File: src/rtl/root_arbiter_pkg.sv
// Shared definitions for the root-core arbiter: datapath widths, FSM
// encoding and the latched request record.
package root_arbiter_pkg;

  localparam int N_REQ = 2;   // number of requesters
  localparam int RES_W = 20;  // root result width
  localparam int RAD_W = 10;  // radicand width
  localparam int DEG_W = 3;   // root degree width

  // Arbiter FSM; IDLE must encode as zero.
  typedef enum logic [2:0] {
    ST_IDLE  = 3'd0,
    ST_ISSUE = 3'd1,
    ST_WAIT  = 3'd2,
    ST_RESP  = 3'd3,
    ST_GAP   = 3'd4
  } state_t;

  // Operands captured from the granted requester and forwarded to the core.
  typedef struct packed {
    logic [RAD_W-1:0] radicand;
    logic [DEG_W-1:0] degree;
  } op_t;

endpackage

File: src/rtl/root_arbiter_if.sv
// Bundle of requester-side and core-side signals of the root arbiter.
// slave  : the arbiter's view.
// master : the environment's view (requesters plus root core).
interface root_arbiter_if;
  import root_arbiter_pkg::*;

  // Requester side
  logic [N_REQ-1:0] req_valid;
  logic [N_REQ-1:0] req_ready;
  logic [RAD_W-1:0] req_data_1_0;
  logic [RAD_W-1:0] req_data_1_1;
  logic [DEG_W-1:0] req_data_2_0;
  logic [DEG_W-1:0] req_data_2_1;
  logic [N_REQ-1:0] rsp_valid;
  logic [RES_W-1:0] rsp_data;
  logic             rsp_err;

  // Core side
  logic             core_in_valid;
  logic [RAD_W-1:0] core_in_data_1;
  logic [DEG_W-1:0] core_in_data_2;
  logic             core_out_valid;
  logic [RES_W-1:0] core_out_data;

  modport slave (
    input  req_valid, req_data_1_0, req_data_1_1, req_data_2_0, req_data_2_1,
    input  core_out_valid, core_out_data,
    output req_ready, rsp_valid, rsp_data, rsp_err,
    output core_in_valid, core_in_data_1, core_in_data_2
  );

  modport master (
    output req_valid, req_data_1_0, req_data_1_1, req_data_2_0, req_data_2_1,
    output core_out_valid, core_out_data,
    input  req_ready, rsp_valid, rsp_data, rsp_err,
    input  core_in_valid, core_in_data_1, core_in_data_2
  );

endinterface

File: src/rtl/root_arbiter_rr_arb2.sv
// Two-way round-robin grant. The pointer names the preferred requester;
// after a grant it moves to the requester that was not granted, so a
// continuously requesting pair alternates while a lone requester always wins.
module rr_arb2 (
  input  logic       clk,
  input  logic       rst_n,
  input  logic [1:0] req,
  input  logic       advance,   // grant is being taken this cycle
  output logic [1:0] gnt,
  output logic       gnt_id,
  output logic       gnt_any
);

  logic ptr_q;

  // Combinational grant: preferred requester first, otherwise the other one.
  always_comb begin
    gnt_any = |req;
    gnt_id  = req[ptr_q] ? ptr_q : ~ptr_q;
    gnt     = '0;
    if (gnt_any) gnt[gnt_id] = 1'b1;
  end

  // Pointer update: prefer the loser of the current grant next time.
  always_ff @(posedge clk) begin
    if (!rst_n)                  ptr_q <= 1'b0;
    else if (advance && gnt_any) ptr_q <= ~gnt_id;
  end

endmodule

File: src/rtl/root_arbiter.sv
// Arbiter sharing one root-extraction core between two requesters.
// Flow per operation: IDLE (grant) -> ISSUE (start pulse) -> WAIT (result or
// timeout) -> RESP (one-cycle response) -> GAP (core settles) -> IDLE.
// All outputs are forced to zero while rst_n is low.
module root_arbiter
  import root_arbiter_pkg::*;
#(
  parameter int TIMEOUT = 2047,  // cycles allowed in WAIT before abort
  parameter int CNT_W   = 11     // 2**CNT_W must exceed TIMEOUT
) (
  input  logic           clk,
  input  logic           rst_n,
  root_arbiter_if.slave  bus,
  output logic           busy
);

  state_t             state_q, state_d;
  logic [CNT_W-1:0]   cnt_q;
  op_t                op_q;
  logic               id_q;
  logic [RES_W-1:0]   res_q;
  logic               err_q;

  logic [N_REQ-1:0]   arb_gnt;
  logic               arb_id;
  logic               arb_any;
  logic               timeout_hit;

  logic [N_REQ-1:0]   req_ready_c;
  logic [N_REQ-1:0]   rsp_valid_c;
  logic               core_in_valid_c;
  logic               busy_c;

  // Grants are only taken in IDLE, so the pointer only moves there.
  rr_arb2 u_rr_arb2 (
    .clk     (clk),
    .rst_n   (rst_n),
    .req     (bus.req_valid),
    .advance (state_q == ST_IDLE),
    .gnt     (arb_gnt),
    .gnt_id  (arb_id),
    .gnt_any (arb_any)
  );

  assign timeout_hit = (cnt_q == CNT_W'(TIMEOUT));

  // State register.
  always_ff @(posedge clk) begin
    // NOTE: sequential state uses non-blocking assignments so every register
    // samples pre-edge values regardless of process evaluation order.
    if (!rst_n) state_q <= ST_IDLE;
    else        state_q <= state_d;
  end

  // Next-state and handshake/strobe outputs.
  always_comb begin
    // NOTE: every signal gets a default first so no path leaves it unassigned
    // (which would infer a latch).
    state_d         = state_q;
    req_ready_c     = '0;
    rsp_valid_c     = '0;
    core_in_valid_c = 1'b0;

    case (state_q)
      ST_IDLE: begin
        if (arb_any) begin
          req_ready_c = arb_gnt;
          state_d     = ST_ISSUE;
        end
      end
      ST_ISSUE: begin
        core_in_valid_c = 1'b1;
        state_d         = ST_WAIT;
      end
      ST_WAIT: begin
        // A result arriving in the same cycle as the timeout still wins.
        if (bus.core_out_valid || timeout_hit) state_d = ST_RESP;
      end
      ST_RESP: begin
        rsp_valid_c[id_q] = 1'b1;
        state_d           = ST_GAP;
      end
      ST_GAP:  state_d = ST_IDLE;
      default: state_d = ST_IDLE;
    endcase

    busy_c = (state_q != ST_IDLE);

    // Outputs are quiet throughout reset, not only after the reset edge.
    if (!rst_n) begin
      req_ready_c     = '0;
      rsp_valid_c     = '0;
      core_in_valid_c = 1'b0;
      busy_c          = 1'b0;
    end
  end

  // Operand latch, timeout counter and result capture.
  always_ff @(posedge clk) begin
    if (!rst_n) begin
      // NOTE: the operand/result registers are reset as well because they
      // drive outputs directly and must read as zero after reset.
      op_q  <= '0;
      id_q  <= 1'b0;
      cnt_q <= '0;
      res_q <= '0;
      err_q <= 1'b0;
    end else begin
      case (state_q)
        ST_IDLE: begin
          if (arb_any) begin
            op_q.radicand <= arb_id ? bus.req_data_1_1 : bus.req_data_1_0;
            op_q.degree   <= arb_id ? bus.req_data_2_1 : bus.req_data_2_0;
            id_q          <= arb_id;
          end
        end
        ST_ISSUE: begin
          cnt_q <= '0;
          res_q <= '0;
          err_q <= 1'b0;
        end
        ST_WAIT: begin
          if (bus.core_out_valid) begin
            res_q <= bus.core_out_data;
            err_q <= 1'b0;
          end else if (timeout_hit) begin
            res_q <= '0;
            err_q <= 1'b1;
          end else begin
            cnt_q <= cnt_q + 1'b1;
          end
        end
        default: ;
      endcase
    end
  end

  // Operands stay on the core bus from ISSUE until the next grant.
  assign bus.core_in_data_1 = rst_n ? op_q.radicand : '0;
  assign bus.core_in_data_2 = rst_n ? op_q.degree   : '0;
  assign bus.core_in_valid  = core_in_valid_c;
  assign bus.req_ready      = req_ready_c;
  assign bus.rsp_valid      = rsp_valid_c;
  assign bus.rsp_data       = (|rsp_valid_c) ? res_q : '0;
  assign bus.rsp_err        = (|rsp_valid_c) & err_q;
  assign busy               = busy_c;

endmodule

File: src/flat_wrapper.sv
// flat-port wrapper written by rule: the top's interface ports become plain ports
module root_arbiter_flat import root_arbiter_pkg::*;
#(
  parameter int TIMEOUT = 2047,                                        
  parameter int CNT_W   = 11                                    
)
  (clk, rst_n, busy, bus_req_valid, bus_req_data_1_0, bus_req_data_1_1, bus_req_data_2_0, bus_req_data_2_1, bus_core_out_valid, bus_core_out_data, bus_req_ready, bus_rsp_valid, bus_rsp_data, bus_rsp_err, bus_core_in_valid, bus_core_in_data_1, bus_core_in_data_2);
  root_arbiter_if bus_i ();
  input  logic clk;
  input  logic rst_n;
  output logic busy;
  input wire logic [$bits(bus_i.req_valid)-1:0] bus_req_valid;
  input wire logic [$bits(bus_i.req_data_1_0)-1:0] bus_req_data_1_0;
  input wire logic [$bits(bus_i.req_data_1_1)-1:0] bus_req_data_1_1;
  input wire logic [$bits(bus_i.req_data_2_0)-1:0] bus_req_data_2_0;
  input wire logic [$bits(bus_i.req_data_2_1)-1:0] bus_req_data_2_1;
  input wire logic [$bits(bus_i.core_out_valid)-1:0] bus_core_out_valid;
  input wire logic [$bits(bus_i.core_out_data)-1:0] bus_core_out_data;
  output wire logic [$bits(bus_i.req_ready)-1:0] bus_req_ready;
  output wire logic [$bits(bus_i.rsp_valid)-1:0] bus_rsp_valid;
  output wire logic [$bits(bus_i.rsp_data)-1:0] bus_rsp_data;
  output wire logic [$bits(bus_i.rsp_err)-1:0] bus_rsp_err;
  output wire logic [$bits(bus_i.core_in_valid)-1:0] bus_core_in_valid;
  output wire logic [$bits(bus_i.core_in_data_1)-1:0] bus_core_in_data_1;
  output wire logic [$bits(bus_i.core_in_data_2)-1:0] bus_core_in_data_2;
  assign bus_i.req_valid = bus_req_valid;
  assign bus_i.req_data_1_0 = bus_req_data_1_0;
  assign bus_i.req_data_1_1 = bus_req_data_1_1;
  assign bus_i.req_data_2_0 = bus_req_data_2_0;
  assign bus_i.req_data_2_1 = bus_req_data_2_1;
  assign bus_i.core_out_valid = bus_core_out_valid;
  assign bus_i.core_out_data = bus_core_out_data;
  assign bus_req_ready = bus_i.req_ready;
  assign bus_rsp_valid = bus_i.rsp_valid;
  assign bus_rsp_data = bus_i.rsp_data;
  assign bus_rsp_err = bus_i.rsp_err;
  assign bus_core_in_valid = bus_i.core_in_valid;
  assign bus_core_in_data_1 = bus_i.core_in_data_1;
  assign bus_core_in_data_2 = bus_i.core_in_data_2;
  root_arbiter #(.TIMEOUT(TIMEOUT), .CNT_W(CNT_W)) u_core (.clk(clk), .rst_n(rst_n), .bus(bus_i), .busy(busy));
endmodule
File: config.mk
export PLATFORM = sky130hd
export DESIGN_NAME = root_arbiter_flat
export DESIGN_NICKNAME = d
export VERILOG_FILES = /design/src/rtl/root_arbiter_pkg.sv /design/src/rtl/root_arbiter_if.sv /design/src/rtl/root_arbiter_rr_arb2.sv /design/src/rtl/root_arbiter.sv /design/src/flat_wrapper.sv
export SDC_FILE = /design/constraint.sdc
export NUM_CORES = 1
export LEC_CHECK = 0
export BUFFER_PORTS_ARGS = -buffer_cell sky130_fd_sc_hd__buf_2
export CAP_MARGIN = 20
export CORE_ASPECT_RATIO = 1.1
export CORE_MARGIN = 2
export CORE_UTILIZATION = 44
export DETAILED_ROUTE_END_ITERATION = 10
export PLACE_DENSITY = 0.77
export SETUP_SLACK_MARGIN = 0.4
export SYNTH_ARGS = -nofsm -noshare
export SYNTH_HDL_FRONTEND = slang
export SYNTH_SLANG_ARGS = --single-unit
File: constraint.sdc
create_clock -name clk -period 1.7 [get_ports clk]
set_clock_uncertainty 0.1 [all_clocks]
set_input_delay 0.255 -clock clk [delete_from_list [all_inputs] [get_ports clk]]
set_output_delay 0.255 -clock clk [all_outputs]
set_load 0.01 [all_outputs]
# Word level (Yosys, flattened, before mapping)
# Index checks and enable logic that the tools add are counted.
# totals
memories	0
mem_bits_rw	0
input_bits	51
mem_bits_ro	0
ff_bits	50
latchBits	0
output_inout_bits	40
# classes
multipliers	0
n_shift	0
n_bitwise	3
n_lt_le_gt_ge	5
add_sub_neg	1
n_mux	32
reduce_logical	13
eq_ne	9
div_mod_pow	0
# op_table
operator	count
$mux W20	3
$pmux W20 S2	1
$mux W11	2
$pmux W11 S2	1
$mux W10	2
$mux W3	4
$pmux W3 S4	1
$add A11 B1 Y11 const B	1
$eq A11 B11 Y1 const B	1
$mux W1	10
$mux W2	5
$eq A3 B2 Y1 const B	2
$lt A1 B2 Y1 const B	3
$reduce_and A2 Y1	3
$ne A2 B1 Y1 const B	2
$ne A2 B2 Y1 const B	2
$reduce_or A2 Y1	2
$eq A3 B1 Y1 const B	1
$logic_and A1 B1 Y1	3
$logic_not A3 Y1	1
$ne A3 B2 Y1 const B	1
$reduce_and A3 Y1	1
$reduce_bool A3 Y1	1
$demux W1 S1	2
other kinds (6)	8

# Logic depth before layout (Yosys ltp)
# logic_depth
word_depth	10
depth_mapped	6

# Cells and area by module
# From an unflattened synthesis, not the netlist that was laid out.
# hier_totals
cells_unflattened	301
area_unflattened_um2	2466.1
# by_module_without_submodules
mod	cells_per_inst	area_each_um2	seq_area_each_um2	n_inst
root_arbiter	291	2391.0	980.9	1
rr_arb2	10	75.1	20.0	1

# Worst setup path before layout
# OpenSTA, ideal clock, no wires.
# synth_timing
path_type	register -> register
startpoint	reg u_core.cnt_q[0]
endpoint	reg u_core.res_q[0]
setup_ns	0.117
n_path_buf	1
arrival_ns	1.617
stages_incl_launch_ff	7
period_less_slack_ns	1.834
setup_slack_ns	-0.134
path_cell_list	dfxtp_1 ha_1 nand3_1 o31ai_2 a21oi_1 buf_2 a22o_1
# synth_via
elab_chain_cells	3
# synth_rtl
item	line_no	rtl
start: declaration	root_arbiter.sv:18	logic [CNT_W-1:0] cnt_q;
start signal: assignment	root_arbiter.sv:130	cnt_q <= cnt_q + 1'b1;
$eq A11 B11 Y1	root_arbiter.sv:45	assign timeout_hit = (cnt_q == CNT_W'(TIMEOUT));
$ne A3 B2 Y1 (no line)	-	
$reduce_and A2 Y1 (no line)	-	
end signal: assignment	root_arbiter.sv:124	res_q <= bus.core_out_data;
end: declaration	root_arbiter.sv:21	logic [RES_W-1:0] res_q;
# Every way passes these cells.
# A chain may end at the register's enable or synchronous reset.

# Worst setup path in the final report
# layout_timing
startpoint	reg u_core.state_q[2]
endpoint	out bus_rsp_data[0]
# layout_via
elab_chain_cells	5
# layout_rtl
item	line_no	rtl
start: declaration	root_arbiter.sv:17	state_t state_q, state_d;
start signal: assignment	root_arbiter.sv:52	else state_q <= state_d;
$eq A3 B2 Y1	root_arbiter.sv:64	case (state_q)
$mux W2	root_arbiter.sv:64	
$mux W2	root_arbiter.sv:90	if (!rst_n) begin
$reduce_or A2 Y1	root_arbiter.sv:144	assign bus.rsp_data = (|rsp_valid_c) ? res_q : '0;
$mux W20	root_arbiter.sv:144	
end: declaration	flat_wrapper.sv:21	output wire logic [$bits(bus_i.rsp_data)-1:0] bus_rsp_data;
# Every way passes these cells.

==> results.yml <==
timing:
  layout_setup_ws_ns: -0.2884
  fmaxAchievable_mhz: 502.9
  hold_viol_final: 0
  rsz0062_at_grt: "true"
  slew_violations: 0
  hold_ws_ns: 0.05298
  fin_crit_sh_pct: 117.0
  timing.final.crit_period_ns: 1.988
  setup_viol: 74
  tightest_slew_ns: 0.3844
  relSlewSlack_pct: 74.34
detailed_routing:
  drt_iter0_drc: 234
  ant_nets: 0
  via_per_inst: 5.806
  drc: 0
  routed_wl_um: 10250
  dr.pass1.iters: 5
  wire_per_inst_um: 20.67
  vias: 2880
floorplanning:
  die-width_um: 74.07
  start_util_pct: 44.91
  dieArea_um2: 6004
  num_io_pins: 91
  core-area_um2: 5290
  die_h_um: 81.07
  rows: 28
logic_synthesis:
  yosys_warnings: 0
  synth_edf_count: 0
  seq_area_frac_synth_pct: 42.13
  avgSynthCellArea_um2: 9.354
  syn_nets: 306
  async_flop_share_pct: 0
  synth_cell_types: 50
  synthesis.area_um2: 2376
  syn_inst: 254
  ys.flop_type: "dfxtp_1"
  synth_seq_cells: 50
clock_tree:
  cts_sinks: 50
  cts_tree: "yes"
  path_clk_slew_ns: 0.10
  htreeDepth: 2
  clockBufferDepth: 2
  cts_hold_buf: 0
  insertion_delay_ns: 0.32
  cts_buffers: 5
  root_buffer: "clkbuf_8"
worst_setup_path:
  cpPeakStageDelay_ns: 0.36
  critPathTopFamily: "simple AND/OR/NAND/NOR gates"
  critPathKind: "reg2out"
  end_kind: "primary output"
  cp_max_fo: 6
  crit_top_cell: "buf_6"
  cpMaxStageDelayCell: "dfxtp_4"
  path_cells: "buf_6, and2b_4, and3_4, and2_4, buf_6"
  critPathArrivalTime_ns: 1.63
  cp-start-kind: "flop"
  crit_buf_inv: 2
  cp.depth: 5
  r2r_cells: 10
  cp.required_ns: 1.34
placed_design:
  gp_congestion: 0.8095
  dp_hpwl_um: 4351
  dp_slack_ns: -0.3196
  portBuffers: 90
finish:
  diodes: 0
  fillers: 250
  postLayoutCoreUtil_pct: 83.80
  fin_nets: 472
  areaGrowthSynthToFinish_pct: 86.57
  drive_gt1_share_pct: 68.17
hold_path:
  whs_path_depth: 2
  hp-class: "in2reg"
grt:
  grt_pass1_vias: 2715
  grtUsageTotal_pct: 30.74
  grt_pass1_wl_um: 13810
  antenna_found_initial: 0
  grt_max_degree: 17
  grt_remaining_overflow: 0
run_status:
  violations: "setup timing"
  outcome: "complete, but fails checks"
run:
  cap_violations: 0
power_and_ir_drop:
  p_per_area_nw_per_um2: 825.8
  p_leak_nw: 1.943
  total_power_w: 0.003661
  ir_drop_mv: 0.5731
-- per-layer routing --
layer	part of all wire [%]	GRT usage (%)	wire length, µm	vias up
met5	0	0	0	-
met4	5.3	15.27	541	0
met3	7.7	7.940	785	61
met2	50	52.68	5159	193
met1	37	35.08	3764	1358
li1	-	-	-	1268
-- stage by stage --
stage          area, µm²  setup TNS, ns  cells
2_1_floorplan       2565              0    254
3_3_place_gp        3231         -4.981    434
3_5_place_dp        3231         -5.751    434
4_1_cts             4156         -7.531    484
5_1_grt             4433         -14.74    496
6_report            4433         -11.26    496
-- where the power goes --
part | total, W | switching (W) | internal [W]
Clock | 0.000907 | 0.000436 | 0.000472
Sequential | 0.00134 | 0.0000656 | 0.00127
Combinational | 0.00142 | 0.000663 | 0.000755
Total | 0.00366 | 0.00116 | 0.00250
-- cell usage after synthesis, types with 2 or more instances --
library cell	count	share of area, %
a211oi_1	13	4.1
clkbuf_1	7	1.1
and3_1	3	0.79
nand2b_1	3	0.79
buf_6	2	0.95
a41oi_1	2	0.74
dfxtp_1	50	42
nor3_1	5	1.1
a22o_1	20	7.4
inv_1	3	0.47
nand4_1	2	0.53
nand3_1	7	1.5
and2_1	36	9.5
or3_1	2	0.53
a21oi_1	10	2.1
o21ai_0	3	0.63
buf_2	8	1.7
nand2_1	9	1.4
nand4b_1	3	1.1
mux2i_1	14	5.9
nor2_1	23	3.6
-- worst register-to-register path, stage by stage, from the launching register on --
cell,delay [ns]
dfxtp_4,0.36
buf_6,0.12
buf_12,0.12
nor3_4,0.14
o21a_1,0.20
buf_4,0.13
buf_6,0.10
buf_6,0.10
buf_6,0.10
mux2_4,0.29
nor2_2,0.09
-- timing repair --
item                                   in CTS  in global routing
setup endpoints to repair                  75                 90
cloned                                      6                  0
gates resized for setup                   103                 44
endpoints found under the hold margin       0                  0
pin swaps                                  33                 35
buffers inserted                           36                 12
-- final timing paths --
| path | to | slack, ns | start |
|---|---|---|---|
| worst max-delay path | bus_rsp_data[0] | -0.29 | u_core.state_q[2]$_SDFFE_PN0P_ |
| worst min-delay path | u_core.res_q[8]$_SDFFE_PN0P_ | 0.05 | bus_core_out_data[8] |
| worst max register to register | u_core.id_q$_SDFFE_PN0P_ | -0.20 | u_core.state_q[2]$_SDFFE_PN0P_ |
| worst min register to register | u_core.res_q[9]$_SDFFE_PN0P_ | 0.39 | u_core.res_q[9]$_SDFFE_PN0P_ |
-- flip-flops by register name (all words and copies together) (netlist names) --
register,flops
u_core.cnt_q,11
u_core.err_q,1
u_core.id_q,1
u_core.op_q,13
u_core.res_q,20
u_core.state_q,3
u_core.u_rr_arb2.ptr_q,1
-- cells by family after synthesis --
| logic type | after synthesis | share of synthesized area [%] |
|---|---|---|
| flip-flops | 50 | 42.13 |
| adder cells (fa/ha/maj) | 1 | 0.5265 |
| AND/OR/NAND/NOR | 104 | 25.49 |
| XOR/XNOR | 1 | 0.3687 |
| buffers and inverters | 21 | 4.371 |
| multiplexers | 16 | 6.951 |
| AO/OA/AOI/OAI | 61 | 20.17 |
-- cell type report --
cell class              count  area, µm²  area share (%)
inverters                   3      11.26          0.2540
well taps                  75      93.84           2.117
flip-flops and latches     50       1027           23.17
clock buffers               7      118.9           2.681
repair buffers            172       1443           32.54
multi-input cells         188       1730           39.03
clock inverters             1      8.758          0.1976
-- cell usage in the layout (no fill, tap or decap), drive strengths merged, types with 10 or more instances in the layout --
cell type | Yosys | routed
a211oi | 13 | 13
and2 | 37 | 37
dfxtp | 50 | 50
buf | 11 | 172
a22o | 20 | 20
nor2 | 23 | 23
a21oi | 10 | 12
nand2 | 10 | 10
mux2i | 15 | 15
No activity file was read; power rests on OpenSTA's default activity.
